`src/rtl/sram_port_adapter_pkg.sv`:
```
// Shared types and constants for the SRAM port adapter and its response queue.
package sram_port_adapter_pkg;

  typedef enum logic {
    INIT,
    RUN
  } state_t;

  localparam int unsigned MASK_MAX_W = 128;
  localparam logic [MASK_MAX_W-1:0] MASK_ALL = '1;

  function automatic int unsigned cnt_width(input int unsigned depth);
    return $clog2(depth + 1);
  endfunction

endpackage

```
`src/rtl/sram_resp_queue.sv`:
```
// Synchronous FIFO holding SRAM read data until the response consumer takes it.
module sram_resp_queue
  import sram_port_adapter_pkg::*;
#(
  parameter int unsigned DATA_W = 32,
  parameter int unsigned DEPTH  = 3,
  localparam int unsigned CNT_W = cnt_width(DEPTH)
) (
  input  logic              clock,
  input  logic              reset,
  input  logic              push,
  input  logic [DATA_W-1:0] push_data,
  input  logic              pop,
  output logic [DATA_W-1:0] head,
  output logic [CNT_W-1:0]  count,
  output logic              full,
  output logic              empty
);

  localparam int unsigned PTR_W = (DEPTH > 1) ? $clog2(DEPTH) : 1;

  logic [DATA_W-1:0] mem [DEPTH];
  logic [PTR_W-1:0]  wr_ptr;
  logic [PTR_W-1:0]  rd_ptr;

  function automatic logic [PTR_W-1:0] next_ptr(input logic [PTR_W-1:0] ptr);
    return (ptr == PTR_W'(DEPTH - 1)) ? '0 : ptr + PTR_W'(1);
  endfunction

  always_ff @(posedge clock) begin
    if (reset) begin
      wr_ptr <= '0;
      rd_ptr <= '0;
      count  <= '0;
    end else begin
      if (push) wr_ptr <= next_ptr(wr_ptr);
      if (pop)  rd_ptr <= next_ptr(rd_ptr);
      count <= count + CNT_W'(push) - CNT_W'(pop);
    end
  end

  // Storage needs no reset; count gates visibility of every entry.
  always_ff @(posedge clock) begin
    if (push) mem[wr_ptr] <= push_data;
  end

  assign head  = mem[rd_ptr];
  assign full  = (count == CNT_W'(DEPTH));
  assign empty = (count == '0);

endmodule

```
`src/rtl/sram_port_adapter.sv`:
```
// Ready/valid front end for a single-port byte-masked SRAM with 1-cycle read latency,
// with post-reset zero-fill and a credit-checked response queue.
module sram_port_adapter
  import sram_port_adapter_pkg::*;
#(
  parameter int unsigned ADDR_W     = 10,
  parameter int unsigned DATA_W     = 32,
  parameter int unsigned RESP_DEPTH = 3,
  parameter bit          INIT_EN    = 1'b1,
  localparam int unsigned MASK_W    = DATA_W / 8
) (
  input  logic              clock,
  input  logic              reset,
  input  logic              req_valid,
  output logic              req_ready,
  input  logic              req_write,
  input  logic [ADDR_W-1:0] req_addr,
  input  logic [DATA_W-1:0] req_wdata,
  input  logic [MASK_W-1:0] req_wmask,
  output logic              resp_valid,
  input  logic              resp_ready,
  output logic [DATA_W-1:0] resp_rdata,
  output logic              init_done,
  output logic [ADDR_W-1:0] sram_addr,
  output logic              sram_en,
  output logic              sram_wmode,
  output logic [MASK_W-1:0] sram_wmask,
  output logic [DATA_W-1:0] sram_wdata,
  input  logic [DATA_W-1:0] sram_rdata
);

  localparam int unsigned CNT_W = cnt_width(RESP_DEPTH);
  localparam state_t RESET_STATE = INIT_EN ? INIT : RUN;

  state_t            state;
  state_t            state_n;
  logic [ADDR_W-1:0] init_cnt;
  logic              inflight;
  logic              init_done_q;
  logic              fire;
  logic              pop;
  logic [CNT_W-1:0]  q_count;
  logic [CNT_W-1:0]  occ;
  logic              q_full;
  logic              q_empty;
  logic              unused_full;

  assign occ         = q_count + CNT_W'(inflight);
  assign unused_full = q_full;

  always_ff @(posedge clock) begin
    if (reset) begin
      state       <= RESET_STATE;
      init_cnt    <= '0;
      inflight    <= 1'b0;
      init_done_q <= !INIT_EN;
    end else begin
      state       <= state_n;
      if (state == INIT) init_cnt <= init_cnt + ADDR_W'(1);
      inflight    <= fire && !req_write;
      init_done_q <= (state_n == RUN);
    end
  end

  // Everything is gated by reset so outputs are quiet while reset is held,
  // even before the first reset edge has landed in the state register.
  always_comb begin
    state_n    = state;
    req_ready  = 1'b0;
    fire       = 1'b0;
    sram_en    = 1'b0;
    sram_wmode = 1'b0;
    sram_addr  = '0;
    sram_wmask = '0;
    sram_wdata = '0;
    if (!reset) begin
      case (state)
        INIT: begin
          sram_en    = 1'b1;
          sram_wmode = 1'b1;
          sram_addr  = init_cnt;
          sram_wmask = MASK_ALL[MASK_W-1:0];
          if (init_cnt == '1) state_n = RUN;
        end
        RUN: begin
          req_ready = (occ < CNT_W'(RESP_DEPTH));
          fire      = req_valid && req_ready;
          if (fire) begin
            sram_en    = 1'b1;
            sram_wmode = req_write;
            sram_addr  = req_addr;
            sram_wmask = req_wmask;
            sram_wdata = req_wdata;
          end
        end
        default: state_n = state;
      endcase
    end
  end

  assign resp_valid = !reset && (state == RUN) && !q_empty;
  assign pop        = resp_valid && resp_ready;
  assign init_done  = init_done_q && !reset;

  sram_resp_queue #(
    .DATA_W (DATA_W),
    .DEPTH  (RESP_DEPTH)
  ) u_queue (
    .clock     (clock),
    .reset     (reset),
    .push      (inflight),
    .push_data (sram_rdata),
    .pop       (pop),
    .head      (resp_rdata),
    .count     (q_count),
    .full      (q_full),
    .empty     (q_empty)
  );

endmodule

```
`config.mk`:
```
export PLATFORM = sky130hd
export DESIGN_NAME = sram_port_adapter
export DESIGN_NICKNAME = d
export VERILOG_FILES = /design/src/rtl/sram_port_adapter_pkg.sv /design/src/rtl/sram_resp_queue.sv /design/src/rtl/sram_port_adapter.sv
export SDC_FILE = /design/constraint.sdc
export NUM_CORES = 1
export LEC_CHECK = 0
export ABC_CLOCK_PERIOD_IN_PS = 5100
export CAP_MARGIN = 20
export CORE_MARGIN = 4
export CORE_UTILIZATION = 32
export CTS_CLUSTER_SIZE = 10
export DETAILED_ROUTE_END_ITERATION = 6
export GPL_TIMING_DRIVEN = 0
export PLACE_DENSITY = 0.72
export SLEW_MARGIN = 20
export SYNTH_ARGS = -nofsm -noshare
export SYNTH_HDL_FRONTEND = slang
export SYNTH_HIERARCHICAL = 1
export SYNTH_SLANG_ARGS = --single-unit
```
`constraint.sdc`:
```
create_clock -name clock -period 5.1 [get_ports clock]
set_clock_uncertainty 0.2 [all_clocks]
set_input_delay 0.765 -clock clock [delete_from_list [all_inputs] [get_ports clock]]
set_output_delay 0.765 -clock clock [all_outputs]
set_load 0.005 [all_outputs]
```
==> results of run 1 <==
-- per-stage QoR --
| step | cells | total power [W] | setup slack, ns |
|---|---|---|---|
| after floorplan | 355 | 0.00106 | 2.42 |
| after global placement | 708 | 0.00115 | 1.01 |
| after detailed placement | 712 | 0.00115 | 0.999 |
| after CTS | 744 | 0.00232 | 0.980 |
| after global routing | 745 | 0.00238 | 0.860 |
| final | 745 | 0.00230 | 1.03 |
-- area by class of cell --
type	count	area share, %
Clock inverter	4	0.383
Clock buffer	28	7.74
Sequential cell	116	43.7
Multi-Input combinational cell	214	19.7
Timing Repair Buffer	169	23.0
Tap cell	188	3.13
Inverter	6	0.300
Antenna cell	1	0.0333
Buffer	19	1.98
-- critical path, cell delays in order --
cell and delay [ns]:
clkdlybuf4s50_1 0.54, buf_2 0.24, nand2b_4 0.19, a211oi_4 0.34, clkbuf_1 0.28, and2_1 0.18, clkdlybuf4s50_1 0.56
-- sequential cells by signal, indices dropped and copies added, names as in the netlist, named ones only --
signal	cells
u_queue/mem	96
init_cnt	10
u_queue/count	2
u_queue/rd_ptr	2
u_queue/wr_ptr	2
inflight	1
init_done_q	1
-- worst paths after layout --
check,startpoint,to,slack [ns],cells after the start
hold / removal,u_queue/rd_ptr[1],u_queue/rd_ptr[1],0.30,2
setup reg to reg,inflight,u_queue/mem[0][8],3.05,3
hold reg to reg,u_queue/rd_ptr[1],u_queue/rd_ptr[1],0.30,2
setup / recovery,reset,sram_wdata[11],1.03,7
-- per-layer routing --
layer / vias up / wire (um) / GRT usage [%]
li1: 1682 / - / -
met1: 1639 / 5000 / 15.9
met2: 152 / 6220 / 24.7
met3: 17 / 1030 / 6.15
met4: 0 / 272 / 7.23
met5: - / 0 / 0
-- power by group --
part / internal, W / switching [W] / total (W)
Clock: 0.000773 / 0.000396 / 0.00117
Combinational: 0.0000690 / 0.0000284 / 0.0000973
Sequential: 0.00103 / 0.00000343 / 0.00103
Total: 0.00187 / 0.000428 / 0.00230
==> out/metrics.cfg, run 1 <==
[cts]
clk_pin_slew_ns = 0.05
cts_buffers = 17
clk_latency_ns = 0.41
clockBufferDepth = 2
cts_root_buf = clkbuf_16
clkSinkCount = 116
htree_levels = 4
cts_tree = done
hold_buffers = 0
postCtsSetupBuffers = 0
cts_resized = 0

[sta]
whs_ns = 0.303
relSlewSlack_pct = 53.2
setup_viol_count_final = 0
tightest_slew_ns = 0.701
slew_violations = 0
min_period_ns = 4.07
fin_crit_sh_pct = 79.9
tns_ns = 0
report.final.hold_viol_count = 0
grt_setup_unrepaired = no
fmax_ghz = 0.246

[grt]
grt_overflow = 0
grt_pass1_wl_um = 19600
grt_pass1_vias = 3780
grt_usage_pct = 14.7
grt_max_degree = 25
antenna_found_initial = 1

[floorplanning]
coreArea_mm2 = 0.0151
boundaryPins = 166
rows = 45
start_util_pct = 32.5
die_area_mm2 = 0.0174
die_y_um = 132
die_w_um = 132

[detailed_routing]
dr.pass1.iters = 4
vias = 3490
initialDrtViolationCount = 141
wl_per_cell_um = 16.8
viasPerCell = 4.68
ant_nets = 0
routed_wl_um = 12500
drc = 0

[place]
placed_area_mm2 = 0.00689
port-buffer-count = 165
dp_hpwl_um = 9100
gp_congestion = 0.893

[setup_path]
worstSetupPathType = input port to primary output
worstPathRequired_ns = 4.14
crit_fanout = 10
start_kind = input port
critPathCaptureType = primary output
critPathArrivalTime_ns = 3.11

[yosys]
syn-cell-area_mm2 = 0.00492
mappedNetlistNets = 442
synthCells = 355
avgSynthCellArea_um2 = 13.9
synth-warning-count = 6

[layout]
final_util_pct = 49.5
nNetsFinal = 630
multi_input_area_mm2 = 0.00148
ff_latch_area_mm2 = 0.00328
mostFrequentLayoutCell = clkdlybuf4s50_1
area_growth_pct = 52.6
drive_gt1_share_pct = 11.0
num-fill-cells = 1318
final_cell_mix = 165 x clkdlybuf4s50_1, 96 x edfxtp_1, 35 x nand2_1, 33 x and2_1, 33 x mux2i_1
fin_area_mm2 = 0.00750

[pwr]
p_leak_nw = 2.60
peakVddDrop_mv = 0.222
power_density_mw_per_mm2 = 306

[min_path]
hold_class = register to register

[run]
maxCapViolations = 0

[status]
status = complete, no violations

No activity file was read; power rests on OpenSTA's default activity.
==> inputs of run 2 (changes only) <==
--- a/config.mk
+++ b/config.mk
@@ -5,14 +5,14 @@
 export SDC_FILE = /design/constraint.sdc
 export NUM_CORES = 1
 export LEC_CHECK = 0
-export ABC_CLOCK_PERIOD_IN_PS = 5100
+export ABC_CLOCK_PERIOD_IN_PS = 3300
 export CAP_MARGIN = 20
 export CORE_MARGIN = 4
 export CORE_UTILIZATION = 32
 export CTS_CLUSTER_SIZE = 10
 export DETAILED_ROUTE_END_ITERATION = 6
 export GPL_TIMING_DRIVEN = 0
-export PLACE_DENSITY = 0.72
+export PLACE_DENSITY = 0.74
 export SLEW_MARGIN = 20
 export SYNTH_ARGS = -nofsm -noshare
 export SYNTH_HDL_FRONTEND = slang
==> constraint.sdc (replaced) <==
create_clock -name clock -period 3.3 [get_ports clock]
set_clock_uncertainty 0.2 [all_clocks]
set_input_delay 0.495 -clock clock [delete_from_list [all_inputs] [get_ports clock]]
set_output_delay 0.495 -clock clock [all_outputs]
set_load 0.005 [all_outputs]
==> run 2 against run 1 <==
Total power rose by 53%. First-iteration DRC count is 11% higher. Via count fell by 0.52%. Sequential cell count unchanged. Utilization hardly changed. Routed wire length is essentially flat. Critical path depth stayed put. Global-route usage up 0.076 points. Worst setup slack worse by 0.87 ns. Sequential share of layout area barely moved. Sequential power is 54% higher. Combinational power is 53% higher. Critical path type is now register to primary output.
==> out/metrics.cfg, run 2 (synthesized netlist as in run 1, its figures left out) <==
[status]
status = complete, no violations  ; unchanged

[setup_path]
crit_fanout = 10  ; unchanged
worstPathRequired_ns = 2.60  ; was 4.14 ns
cp_cell_sequence = ha_1 -> xor2_2 -> a211oi_4 -> buf_6 -> buf_6 -> a22o_1 -> clkdlybuf4s50_1  ; was clkdlybuf4s50_1 -> buf_2 -> nand2b_4 -> a211oi_4 -> clkbuf_1 -> and2_1 -> clkdlybuf4s50_1
slowest_stage = clkdlybuf4s50_1  ; unchanged
critPathArrivalTime_ns = 2.45  ; was 3.11 ns
slowest_delay_ns = 0.51  ; was 0.56 ns
start_kind = register  ; was input port
worstSetupPathType = register to primary output  ; was input port to primary output
worst-path-buf-inv = 3  ; was 4
cp_common_cell = buf_6  ; was clkdlybuf4s50_1
cp_top_family = buffers and inverters  ; unchanged
critPathCaptureType = primary output  ; unchanged

[grt]
grt_pass1_vias = 3750  ; was 3780
grt_overflow = 0  ; unchanged
grt_pass1_wl_um = 19700  ; was 19600 um
grt_usage_pct = 14.7  ; about the same
antenna_found_initial = 1  ; unchanged
grt_max_degree = 20  ; was 25

[detailed_routing]
vias = 3472  ; was 3490
ant_nets = 0  ; unchanged
wl_per_cell_um = 16.8  ; about the same
viasPerCell = 4.65  ; was 4.68
dr.pass1.iters = 4  ; unchanged
initialDrtViolationCount = 156  ; was 141
routed_wl_um = 12500  ; about the same
drc = 0  ; unchanged

[floorplanning]
coreArea_mm2 = 0.0151  ; unchanged
die_w_um = 132  ; unchanged
boundaryPins = 166  ; unchanged
start_util_pct = 32.5  ; unchanged
die_area_mm2 = 0.0174  ; unchanged
rows = 45  ; unchanged
die_y_um = 132  ; unchanged

[place]
port-buffer-count = 165  ; unchanged
dp_hpwl_um = 9180  ; was 9100 um
dp_slack_ns = -0.228  ; was 0.999 ns
gp_congestion = 0.807  ; was 0.893
placed_area_mm2 = 0.00690  ; was 0.00689 mm^2

[min_path]
hold_class = register to register  ; unchanged

[sta]
tightest_slew_ns = 0.696  ; was 0.701 ns
setup_ws_ns = 0.158  ; was 1.03 ns
fmax_ghz = 0.318
slew_violations = 0  ; unchanged
relSlewSlack_pct = 53.6  ; was 53.2%
grt_setup_unrepaired = no  ; unchanged
setup_viol_count_final = 0  ; unchanged
fin_crit_sh_pct = 95.2
report.final.hold_viol_count = 0  ; unchanged
min_period_ns = 3.14

[layout]
area_growth_pct = 52.7  ; was 52.6%
nNetsFinal = 631  ; was 630
largest_reg_flops = 96  ; unchanged
drive_gt1_share_pct = 11.5  ; was 11.0%
top_regs = u_queue/mem (96), init_cnt (10)  ; unchanged
mostFrequentLayoutCell = clkdlybuf4s50_1  ; unchanged
fin_area_mm2 = 0.00751  ; was 0.00750 mm^2
regMostFlops = u_queue/mem  ; unchanged
final_cell_mix = 164 x clkdlybuf4s50_1, 96 x edfxtp_1, 35 x nand2_1, 33 x and2_1, 33 x mux2i_1  ; was 165 x clkdlybuf4s50_1, 96 x edfxtp_1, 35 x nand2_1, 33 x and2_1, 33 x mux2i_1

[cts]
cts_root_buf = clkbuf_16  ; unchanged
clk_pin_slew_ns = 0.05  ; about the same
cts_tree = done  ; unchanged
hold_buffers = 0  ; unchanged
clkSinkCount = 116  ; unchanged
cts_buffers = 17  ; unchanged
clockBufferDepth = 2  ; unchanged
htree_levels = 4  ; unchanged
clk_latency_ns = 0.40  ; was 0.41 ns

[run]
maxCapViolations = 0  ; unchanged

[pwr]
p_total_w = 0.00351  ; was 0.00230 W
power_density_mw_per_mm2 = 467  ; was 306 mW/mm^2
peakVddDrop_mv = 0.354  ; was 0.222 mV
p_leak_nw = 2.60  ; about the same

## run 2: repair_timing
item / in CTS / in global routing
resized for setup: 4 / 9
pin swaps: 1 / 1
setup buffers: 0 / 1
endpoints found under the setup margin: 45 / 45
## run 2: layout make-up
cell class,count,area [um^2]
Multi-Input combinational cell,214,1490
Sequential cell,116,3280
Timing Repair Buffer,170,1740
Tap cell,188,235
Fill cell,1287,7630
Buffer,19,165
Inverter,6,22.5
Antenna cell,1,2.50
Clock buffer,18,429
Clock inverter,14,143
## run 2: layer usage
metal / vias up / part of all wire, % / track usage [%]
met1: 1618 / 39 / 15.3
met5: - / 0 / 0
li1: 1681 / - / -
met4: 0 / 1.7 / 5.95
met2: 160 / 50 / 25.5
met3: 13 / 9.2 / 7.25
## run 2: worst paths after layout
| check | startpoint | to | slack, ns | cells after the start |
|---|---|---|---|---|
| worst max-delay path | inflight | sram_addr[7] | 0.16 | 7 |
| worst min-delay path | u_queue/rd_ptr[1] | u_queue/rd_ptr[1] | 0.31 | 2 |
| worst max register to register | u_queue/count[1] | u_queue/count[1] | 1.40 | 8 |
| worst min register to register | u_queue/rd_ptr[1] | u_queue/rd_ptr[1] | 0.31 | 2 |
## run 2: metrics by stage
| step | instances | setup TNS [ns] | hold WS (ns) | utilization (%) |
|---|---|---|---|---|
| 6_report | 746 | 0 | 0.309 | 49.6 |
| 5_1_grt | 746 | 0 | 0.331 | 49.6 |
| 4_1_cts | 744 | 0 | 0.310 | 49.3 |
| 3_5_place_dp | 712 | -5.30 | 0.303 | 45.5 |
| 3_3_place_gp | 708 | -11.65 | 0.277 | 44.9 |
| 2_1_floorplan | 355 | 0 | 0.256 | - |
## run 2: worst reg2reg max path: cells and delay by family, from the launching register on
kind / cells / cell delay (ns)
AND/OR/NAND/NOR: 4 / 0.55
flip-flops: 1 / 0.41
adder cells (fa/ha/maj): 2 / 0.40
buffers and inverters: 1 / 0.06
XOR/XNOR: 1 / 0.21
## run 2: power breakdown
group / total [W] / switching (W) / internal, W
clock: 0.00177 / 0.000603 / 0.00116
sequential: 0.00159 / 0.00000543 / 0.00159
combinational: 0.000149 / 0.0000426 / 0.000106
